===== src/rtl/c64_debug_host_if.sv =====
// c64_debug_host_if
// Groups the command/response handshake and the UART byte-level links of the
// C64 debug host into one bundle.
//   cmd_valid/cmd_ready/cmd_op/cmd_addr/cmd_data : command request channel
//   rsp_valid/rsp_data/rsp_error                 : command completion channel
//   uart_tx_byte_valid/uart_tx_byte/uart_tx_busy : byte stream to the transmitter
//   uart_rx_byte_valid/uart_rx_byte              : byte stream from the receiver
// Modport slave is the debug host's view; modport master is the view of the
// agent that issues commands and models the UART.
interface c64_debug_host_if;
    logic        cmd_valid;
    logic        cmd_ready;
    logic [1:0]  cmd_op;
    logic [15:0] cmd_addr;
    logic [7:0]  cmd_data;
    logic        rsp_valid;
    logic [7:0]  rsp_data;
    logic        rsp_error;
    logic        uart_tx_byte_valid;
    logic [7:0]  uart_tx_byte;
    logic        uart_tx_busy;
    logic        uart_rx_byte_valid;
    logic [7:0]  uart_rx_byte;

    modport slave (
        input  cmd_valid, cmd_op, cmd_addr, cmd_data,
        input  uart_tx_busy, uart_rx_byte_valid, uart_rx_byte,
        output cmd_ready, rsp_valid, rsp_data, rsp_error,
        output uart_tx_byte_valid, uart_tx_byte
    );

    modport master (
        output cmd_valid, cmd_op, cmd_addr, cmd_data,
        output uart_tx_busy, uart_rx_byte_valid, uart_rx_byte,
        input  cmd_ready, rsp_valid, rsp_data, rsp_error,
        input  uart_tx_byte_valid, uart_tx_byte
    );
endinterface


===== src/rtl/c64_debug_host.sv =====
// c64_debug_host
// Turns read / write / ps2 commands into a UART byte sequence for a C64
// debug target and reports completion.
//   clk   : single clock, rising edge
//   reset : asynchronous, active-low
//   bus   : c64_debug_host_if.slave (command, response and UART byte links)
// Read sends 0x01,AH,AL and waits for one reply byte; write sends
// 0x02,AH,AL,DATA and waits for an ack byte (0x06 = ok); ps2 sends
// 0x03,DATA,0x00 and completes without waiting. The reply wait is bounded by
// TIMEOUT_CYCLES. Every output is registered.
module c64_debug_host #(
    parameter int TIMEOUT_CYCLES = 1000000
) (
    input  logic               clk,
    input  logic               reset,
    c64_debug_host_if.slave    bus
);

    typedef enum logic [2:0] {
        IDLE      = 3'd0,
        SEND_OP   = 3'd1,
        SEND_AH   = 3'd2,
        SEND_AL   = 3'd3,
        SEND_DATA = 3'd4,
        WAIT_RSP  = 3'd5
    } state_t;

    localparam logic [1:0]  OP_ILLEGAL    = 2'd0;
    localparam logic [1:0]  OP_WRITE      = 2'd2;
    localparam logic [1:0]  OP_PS2        = 2'd3;
    localparam logic [7:0]  ACK_BYTE      = 8'h06;
    localparam logic [23:0] TIMEOUT_LIMIT = 24'(TIMEOUT_CYCLES);

    state_t      state_r;
    logic [1:0]  op_r;
    logic [15:0] addr_r;
    logic [7:0]  data_r;
    logic [23:0] wait_cnt_r;
    logic        cmd_ready_r;
    logic        rsp_valid_r;
    logic [7:0]  rsp_data_r;
    logic        rsp_error_r;
    logic        tx_valid_r;
    logic [7:0]  tx_byte_r;

    logic [7:0]  tx_next_byte_s;
    state_t      send_next_s;
    logic        tx_issue_s;

    // Completion status of a reply byte: only a write checks for the ack byte.
    function automatic logic status_for(input logic [1:0] op, input logic [7:0] rx);
        logic err;
        err = 1'b0;
        if (op == OP_WRITE) begin
            err = (rx != ACK_BYTE);
        end else begin
            err = 1'b0;
        end
        return err;
    endfunction

    // Byte to send from the current send state and the state that follows it.
    // A ps2 command reuses the AH/AL slots for its data byte and trailing 0x00.
    always_comb begin
        tx_next_byte_s = 8'h00;
        send_next_s    = IDLE;
        case (state_r)
            SEND_OP: begin
                tx_next_byte_s = {6'b000000, op_r};
                send_next_s    = SEND_AH;
            end
            SEND_AH: begin
                tx_next_byte_s = (op_r == OP_PS2) ? data_r : addr_r[15:8];
                send_next_s    = SEND_AL;
            end
            SEND_AL: begin
                tx_next_byte_s = (op_r == OP_PS2) ? 8'h00 : addr_r[7:0];
                send_next_s    = (op_r == OP_PS2)   ? IDLE :
                                 (op_r == OP_WRITE) ? SEND_DATA : WAIT_RSP;
            end
            SEND_DATA: begin
                tx_next_byte_s = data_r;
                send_next_s    = WAIT_RSP;
            end
            default: begin
                tx_next_byte_s = 8'h00;
                send_next_s    = IDLE;
            end
        endcase
    end

    // A byte may be issued when the transmitter is idle and the last cycle
    // carried no pulse; tx_valid_r doubles as the one-cycle gap flag.
    assign tx_issue_s = !bus.uart_tx_busy && !tx_valid_r;

    // Control FSM with registered handshake, response and UART outputs.
    always_ff @(posedge clk or negedge reset) begin
        if (!reset) begin
            state_r     <= IDLE;
            op_r        <= 2'd0;
            addr_r      <= 16'h0000;
            data_r      <= 8'h00;
            wait_cnt_r  <= 24'd0;
            cmd_ready_r <= 1'b0;
            rsp_valid_r <= 1'b0;
            rsp_data_r  <= 8'h00;
            rsp_error_r <= 1'b0;
            tx_valid_r  <= 1'b0;
            tx_byte_r   <= 8'h00;
        end else begin
            rsp_valid_r <= 1'b0;
            tx_valid_r  <= 1'b0;
            case (state_r)
                IDLE: begin
                    if (tx_valid_r) begin
                        // Only a ps2 command returns here with a pulse in
                        // flight: complete it one cycle after its last byte.
                        rsp_valid_r <= 1'b1;
                        rsp_data_r  <= 8'h00;
                        rsp_error_r <= 1'b0;
                        cmd_ready_r <= 1'b0;
                    end else if (bus.cmd_valid && cmd_ready_r) begin
                        op_r        <= bus.cmd_op;
                        addr_r      <= bus.cmd_addr;
                        data_r      <= bus.cmd_data;
                        cmd_ready_r <= 1'b0;
                        if (bus.cmd_op == OP_ILLEGAL) begin
                            rsp_valid_r <= 1'b1;
                            rsp_data_r  <= 8'h00;
                            rsp_error_r <= 1'b1;
                        end else if (!bus.uart_tx_busy) begin
                            // The op byte goes out in the cycle right after
                            // acceptance, so SEND_OP is skipped here.
                            tx_valid_r <= 1'b1;
                            tx_byte_r  <= {6'b000000, bus.cmd_op};
                            state_r    <= SEND_AH;
                        end else begin
                            state_r <= SEND_OP;
                        end
                    end else begin
                        // Also covers the cycle a response pulses, which keeps
                        // ready low for exactly that cycle.
                        cmd_ready_r <= 1'b1;
                    end
                end
                SEND_OP, SEND_AH, SEND_AL, SEND_DATA: begin
                    if (tx_issue_s) begin
                        tx_valid_r <= 1'b1;
                        tx_byte_r  <= tx_next_byte_s;
                        state_r    <= send_next_s;
                        if (send_next_s == WAIT_RSP) begin
                            wait_cnt_r <= 24'd0;
                        end else begin
                            wait_cnt_r <= wait_cnt_r;
                        end
                    end else begin
                        state_r <= state_r;
                    end
                end
                WAIT_RSP: begin
                    // A reply arriving in the timeout cycle takes priority.
                    if (bus.uart_rx_byte_valid) begin
                        rsp_valid_r <= 1'b1;
                        rsp_data_r  <= bus.uart_rx_byte;
                        rsp_error_r <= status_for(op_r, bus.uart_rx_byte);
                        state_r     <= IDLE;
                    end else if (wait_cnt_r + 24'd1 == TIMEOUT_LIMIT) begin
                        rsp_valid_r <= 1'b1;
                        rsp_data_r  <= 8'h00;
                        rsp_error_r <= 1'b1;
                        wait_cnt_r  <= wait_cnt_r + 24'd1;
                        state_r     <= IDLE;
                    end else begin
                        wait_cnt_r <= wait_cnt_r + 24'd1;
                    end
                end
                default: begin
                    state_r     <= IDLE;
                    cmd_ready_r <= 1'b0;
                end
            endcase
        end
    end

    assign bus.cmd_ready          = cmd_ready_r;
    assign bus.rsp_valid          = rsp_valid_r;
    assign bus.rsp_data           = rsp_data_r;
    assign bus.rsp_error          = rsp_error_r;
    assign bus.uart_tx_byte_valid = tx_valid_r;
    assign bus.uart_tx_byte       = tx_byte_r;

endmodule


===== src/flat_wrapper.sv =====
// flat-port wrapper written by rule: the top's interface ports become plain ports
module c64_debug_host_flat 
#(
    parameter int TIMEOUT_CYCLES = 1000000
)
  (clk, reset, bus_cmd_valid, bus_cmd_op, bus_cmd_addr, bus_cmd_data, bus_uart_tx_busy, bus_uart_rx_byte_valid, bus_uart_rx_byte, bus_cmd_ready, bus_rsp_valid, bus_rsp_data, bus_rsp_error, bus_uart_tx_byte_valid, bus_uart_tx_byte);
  c64_debug_host_if bus_i ();
  input  logic clk;
  input  logic reset;
  input wire logic [$bits(bus_i.cmd_valid)-1:0] bus_cmd_valid;
  input wire logic [$bits(bus_i.cmd_op)-1:0] bus_cmd_op;
  input wire logic [$bits(bus_i.cmd_addr)-1:0] bus_cmd_addr;
  input wire logic [$bits(bus_i.cmd_data)-1:0] bus_cmd_data;
  input wire logic [$bits(bus_i.uart_tx_busy)-1:0] bus_uart_tx_busy;
  input wire logic [$bits(bus_i.uart_rx_byte_valid)-1:0] bus_uart_rx_byte_valid;
  input wire logic [$bits(bus_i.uart_rx_byte)-1:0] bus_uart_rx_byte;
  output wire logic [$bits(bus_i.cmd_ready)-1:0] bus_cmd_ready;
  output wire logic [$bits(bus_i.rsp_valid)-1:0] bus_rsp_valid;
  output wire logic [$bits(bus_i.rsp_data)-1:0] bus_rsp_data;
  output wire logic [$bits(bus_i.rsp_error)-1:0] bus_rsp_error;
  output wire logic [$bits(bus_i.uart_tx_byte_valid)-1:0] bus_uart_tx_byte_valid;
  output wire logic [$bits(bus_i.uart_tx_byte)-1:0] bus_uart_tx_byte;
  assign bus_i.cmd_valid = bus_cmd_valid;
  assign bus_i.cmd_op = bus_cmd_op;
  assign bus_i.cmd_addr = bus_cmd_addr;
  assign bus_i.cmd_data = bus_cmd_data;
  assign bus_i.uart_tx_busy = bus_uart_tx_busy;
  assign bus_i.uart_rx_byte_valid = bus_uart_rx_byte_valid;
  assign bus_i.uart_rx_byte = bus_uart_rx_byte;
  assign bus_cmd_ready = bus_i.cmd_ready;
  assign bus_rsp_valid = bus_i.rsp_valid;
  assign bus_rsp_data = bus_i.rsp_data;
  assign bus_rsp_error = bus_i.rsp_error;
  assign bus_uart_tx_byte_valid = bus_i.uart_tx_byte_valid;
  assign bus_uart_tx_byte = bus_i.uart_tx_byte;
  c64_debug_host #(.TIMEOUT_CYCLES(TIMEOUT_CYCLES)) u_core (.clk(clk), .reset(reset), .bus(bus_i));
endmodule

===== config.mk =====
export PLATFORM = sky130hd
export DESIGN_NAME = c64_debug_host_flat
export DESIGN_NICKNAME = d
export VERILOG_FILES = /design/src/rtl/c64_debug_host_if.sv /design/src/rtl/c64_debug_host.sv /design/src/flat_wrapper.sv
export SDC_FILE = /design/constraint.sdc
export NUM_CORES = 1
export LEC_CHECK = 0
export ABC_AREA = 0
export BUFFER_PORTS_ARGS = -buffer_cell sky130_fd_sc_hd__buf_4
export CORE_AREA = 2 2 88 90
export DETAILED_ROUTE_END_ITERATION = 12
export DIE_AREA = 0 0 90 92
export GPL_TIMING_DRIVEN = 0
export HOLD_SLACK_MARGIN = 0.02
export PLACE_DENSITY = 0.76
export REMOVE_ABC_BUFFERS = 1
export SLEW_MARGIN = 15
export SYNTH_ARGS = -nofsm -noshare
export SYNTH_HDL_FRONTEND = slang
export SYNTH_SLANG_ARGS = --single-unit

===== constraint.sdc =====
create_clock -name clk -period 5.12 [get_ports clk]
set_input_delay 0.512 -clock clk [delete_from_list [all_inputs] [get_ports clk]]
set_output_delay 0.512 -clock clk [all_outputs]
set_load 0.05 [all_outputs]

==> results by stage <==
Logic synthesis:
- The most used flip-flop cell after synthesis is dfrtp_1.
- The complex-gate fraction of the synthesized area was 0.175.
- The share of synthesized area in the top cell type comes to 0.467.
- Of the total synthesized cell area, the portion taken by full adders, half adders and majority gates is 0.00320.
- The per-instance average area after synthesis is 9.83 µm².
- The cell area that synthesis handed to floorplanning was 3910 µm².
- The number of enable-type register cells in the synthesized netlist is 0.
- The total number of yosys warnings is 0.
- Of the synthesized area, sequential elements account for 0.467.
- The mux cell area share after synthesis is 0.101.
- Of the total synthesized cell area, the portion taken by AND, OR, NAND and NOR gates is 0.199.
- The cell count after synthesis came out at 398.
- The synthesized design contains 73 register bits.
- The combinational family with the most area after synthesis is simple AND/OR/NAND/NOR gates.
- The unique cell type count in the Yosys netlist is 53.
- The cell type with the largest total area after synthesis is dfrtp_1.
- After synthesis, the share of flip-flops with an asynchronous set or reset is 1.00.
- The xor and xnor fraction of the mapped netlist area is 0.0246.
- By area the synthesized netlist is led by dfrtp_1, mux2_2, o21ai_0.

Global routing:
- The via count of the first global-routing pass is 3197.
- The total overflow left after global routing is 0.
- Entering global routing, the biggest net connects 74 pins.
- The number of antenna violations at the first check in global routing is 0.
- The first global-routing pass estimated 15100 µm of wire.
- For this run, the total global-route usage over all layers was measured as 0.223.

Detailed routing:
- The first TritonRoute pass finished after 4 iterations.
- The remaining design rule violation count is 0.
- The detailed router finished its first iteration with 214 violations.
- After detailed routing, the average wire length per cell comes to 15.8 µm.
- The routed design has 8780 µm of wire.
- The count of nets left with antenna violations once routing finished came out at 0.
- Across all layers, the routed design uses 3238 vias.
- Dividing the detail-routed via count by the number of cells gives 5.82.

Clocking:
- After clock tree synthesis, the repair step resized 0 gates.
- The clock latency at the later pin of the worst-skew pair is 0.34 ns.
- The CTS buffer count is 9.
- The post-CTS setup-driven buffer insertion count is 0.
- The H-tree was split into 3 levels.
- The sink count of the clock tree is 73.
- The number of hold buffers added after CTS was 0.
- The clock-pin slew on the worst setup and hold paths is 0.08 ns.
- The clock passes through at most 2 buffers.
- The CTS root buffer is clkbuf_8.
- TritonCTS built the clock tree.

Layout:
- In the final design database the tool counted 489 nets.
- The final antenna diode count is 0.
- In the final layout, the share of cells above drive strength 1 is 0.284.
- Compared with the post-synthesis result, the final layout area differs by 20.2%.

Floorplan:
- The die height is 92 µm.
- The initial utilization of the core area, before any placement, comes to 0.526.
- The region available for standard cell placement spans 7450 µm².
- The die span in x is 90 µm.
- The number of placement rows is 32.
- The die footprint is 8280 µm².
- The number of top-level design ports is 59.

Critical path:
- The worst setup path is captured at a flop.
- The cell at the slowest stage of the critical path is nor2_1.
- The worst-path maximum fanout is 15.
- The type of the setup path with the least slack is reg2reg.
- The worst stage delay on the critical path is 0.86 ns.
- Data on the critical path is required at its endpoint by 5.34 ns.
- The data arrival time at the worst-slack endpoint is 3.38 ns.
- STA classifies the critical path startpoint as a flop.
- Walking the worst path, the cells encountered are nor2b_1, nand2_1, nor2_1, o21a_1, nand2b_1, o211ai_1.

STA:
- Setup repair after global routing left no endpoint under its margin.
- The highest achievable clock rate is 316 MHz.
- The actual slew at the worst max-slew pin is 1.04 ns.
- The number of failing setup endpoints in the final timing report is 0.
- The shortest clock period the worst path allows after layout is 3.17 ns.
- The final count of pins violating max slew is 0.
- The relative slew slack is 0.302.
- The fraction of the cycle the final worst path needs is 0.619.
- The clock arrives with 0.00771 ns of skew.
- The final hold slack is 0.288 ns.
- For the final routed database, the setup TNS stands at 0 ns.
- The total count of hold-check failures in the final report is 0.

Power and ir drop:
- The analysis attributes to cell leakage a power of 2.10 nW.
- The peak supply drop is 0.000361 V.
- In this run the power density over the cells is 548 nW/µm².
- The completed layout was analyzed and its total power is 2.58 mW.

Run:
- The tool flagged a number of max-cap violations equal to 0.

Worst hold path:
- The path class of the tightest hold or removal check is in2async.

Placement:
- Buffers placed on the I/O ports in this run total 58.
- The half-perimeter wire length after placement is 6120 µm.
- Routability-driven placement finished with a final weighted congestion of 0.902.

Run status:
- The run finished with clean final reports.
-- stage by stage --
step           std cells   util  setup WS, ns  area [µm²]
2_1_floorplan        377      -          1.67        3830
3_3_place_gp         537  0.590         0.733        4390
3_5_place_dp         540  0.596          2.04        4440
4_1_cts              556  0.631          2.03        4700
5_1_grt              556  0.632          1.76        4700
6_report             556  0.632          1.95        4700
-- per-layer routing --
layer  GRT usage  wire length (µm)
met2       0.367              4330
met1       0.296              3860
met3      0.0403               464
met4      0.0872               134
met5           0                 0
-- state kept, by name, indices dropped and copies added, names as in the netlist --
register,cells
u_core.op_r,2
u_core.bus.rsp_error,1
u_core.bus.rsp_valid,1
u_core.bus.uart_tx_byte_valid,1
u_core.bus.rsp_data,8
u_core.wait_cnt_r,24
u_core.data_r,8
u_core.bus.cmd_ready,1
u_core.state_r,3
u_core.addr_r,16
u_core.bus.uart_tx_byte,8
-- worst max-delay path: cells and delay by family (launching register included) --
family           cells  cell delay [ns]
flip-flops           1             0.62
AND/OR/NAND/NOR      4             2.03
AO/OA/AOI/OAI        2             0.40
-- cells by family (layout without fill, tap and decap cells) --
logic type      Yosys count  after routing
mux                      35             35
simple gates            138            138
fa+ha+maj                 1              1
xor+xnor                 11             11
flops                    73             73
compound gates          109            109
buf+inv                  31             87
-- worst paths after layout --
path                                                  from                          to  slack (ns)  depth (start not counted)
worst max register to register           u_core.state_r[2]           u_core.state_r[0]        1.95                          6
worst max-delay path                     u_core.state_r[2]           u_core.state_r[0]        1.95                          6
max in group asynchronous                            reset        u_core.wait_cnt_r[8]        4.26                          1
min in group clk                             bus_cmd_op[1]              u_core.op_r[1]        0.39                          3
worst min-delay path                                 reset              u_core.op_r[1]        0.29                          1
worst min register to register  u_core.bus.uart_tx_byte[5]  u_core.bus.uart_tx_byte[5]        0.50                          2
-- Yosys cell counts (2+ instances only) --
master / instances
dfrtp_1: 73
nand2_1: 48
o21ai_0: 42
mux2_2: 32
nor2_1: 26
a21oi_1: 17
clkbuf_1: 13
nand3_1: 12
inv_1: 10
a22o_1: 9
o31ai_1: 9
a22oi_1: 8
nor3_1: 7
and3_1: 6
xnor2_1: 6
a31oi_1: 5
nand4_1: 5
xor2_1: 5
buf_1: 4
buf_2: 4
nor2b_1: 4
a21o_1: 3
nand3_2: 3
nor4_1: 3
o211ai_1: 3
o22ai_1: 3
or3_1: 3
a32oi_1: 2
and2_1: 2
and4_1: 2
mux2i_1: 2
nand2b_1: 2
nor3_4: 2
nor3b_1: 2
nor4_4: 2
o21ai_1: 2
-- where the power goes --
part           total (mW)  internal, mW  switching (mW)
clock network       0.577         0.364           0.214
registers            1.02         0.785           0.235
logic               0.980         0.406           0.574
-- cell usage in the layout, fill, tap and decap left out, drive strengths merged, types with 12 or more instances in the layout --
cell type | Yosys | final
nand2 | 48 | 48
clkbuf | 13 | 12
mux2 | 33 | 33
nor2 | 27 | 27
o21ai | 44 | 44
dfrtp | 73 | 73
nand3 | 16 | 16
buf | 8 | 61
a21oi | 17 | 17
-- area by class of cell --
type                       count  area (µm²)
inverter                      10        37.5
clock inverter                 4        97.6
fill                         629        2740
tap                          102         128
timing repair buffer          61         469
clock buffer                  12         165
multi-input combinational    294        1980
sequential                    73        1830
No activity file was read; power rests on OpenSTA's default activity.
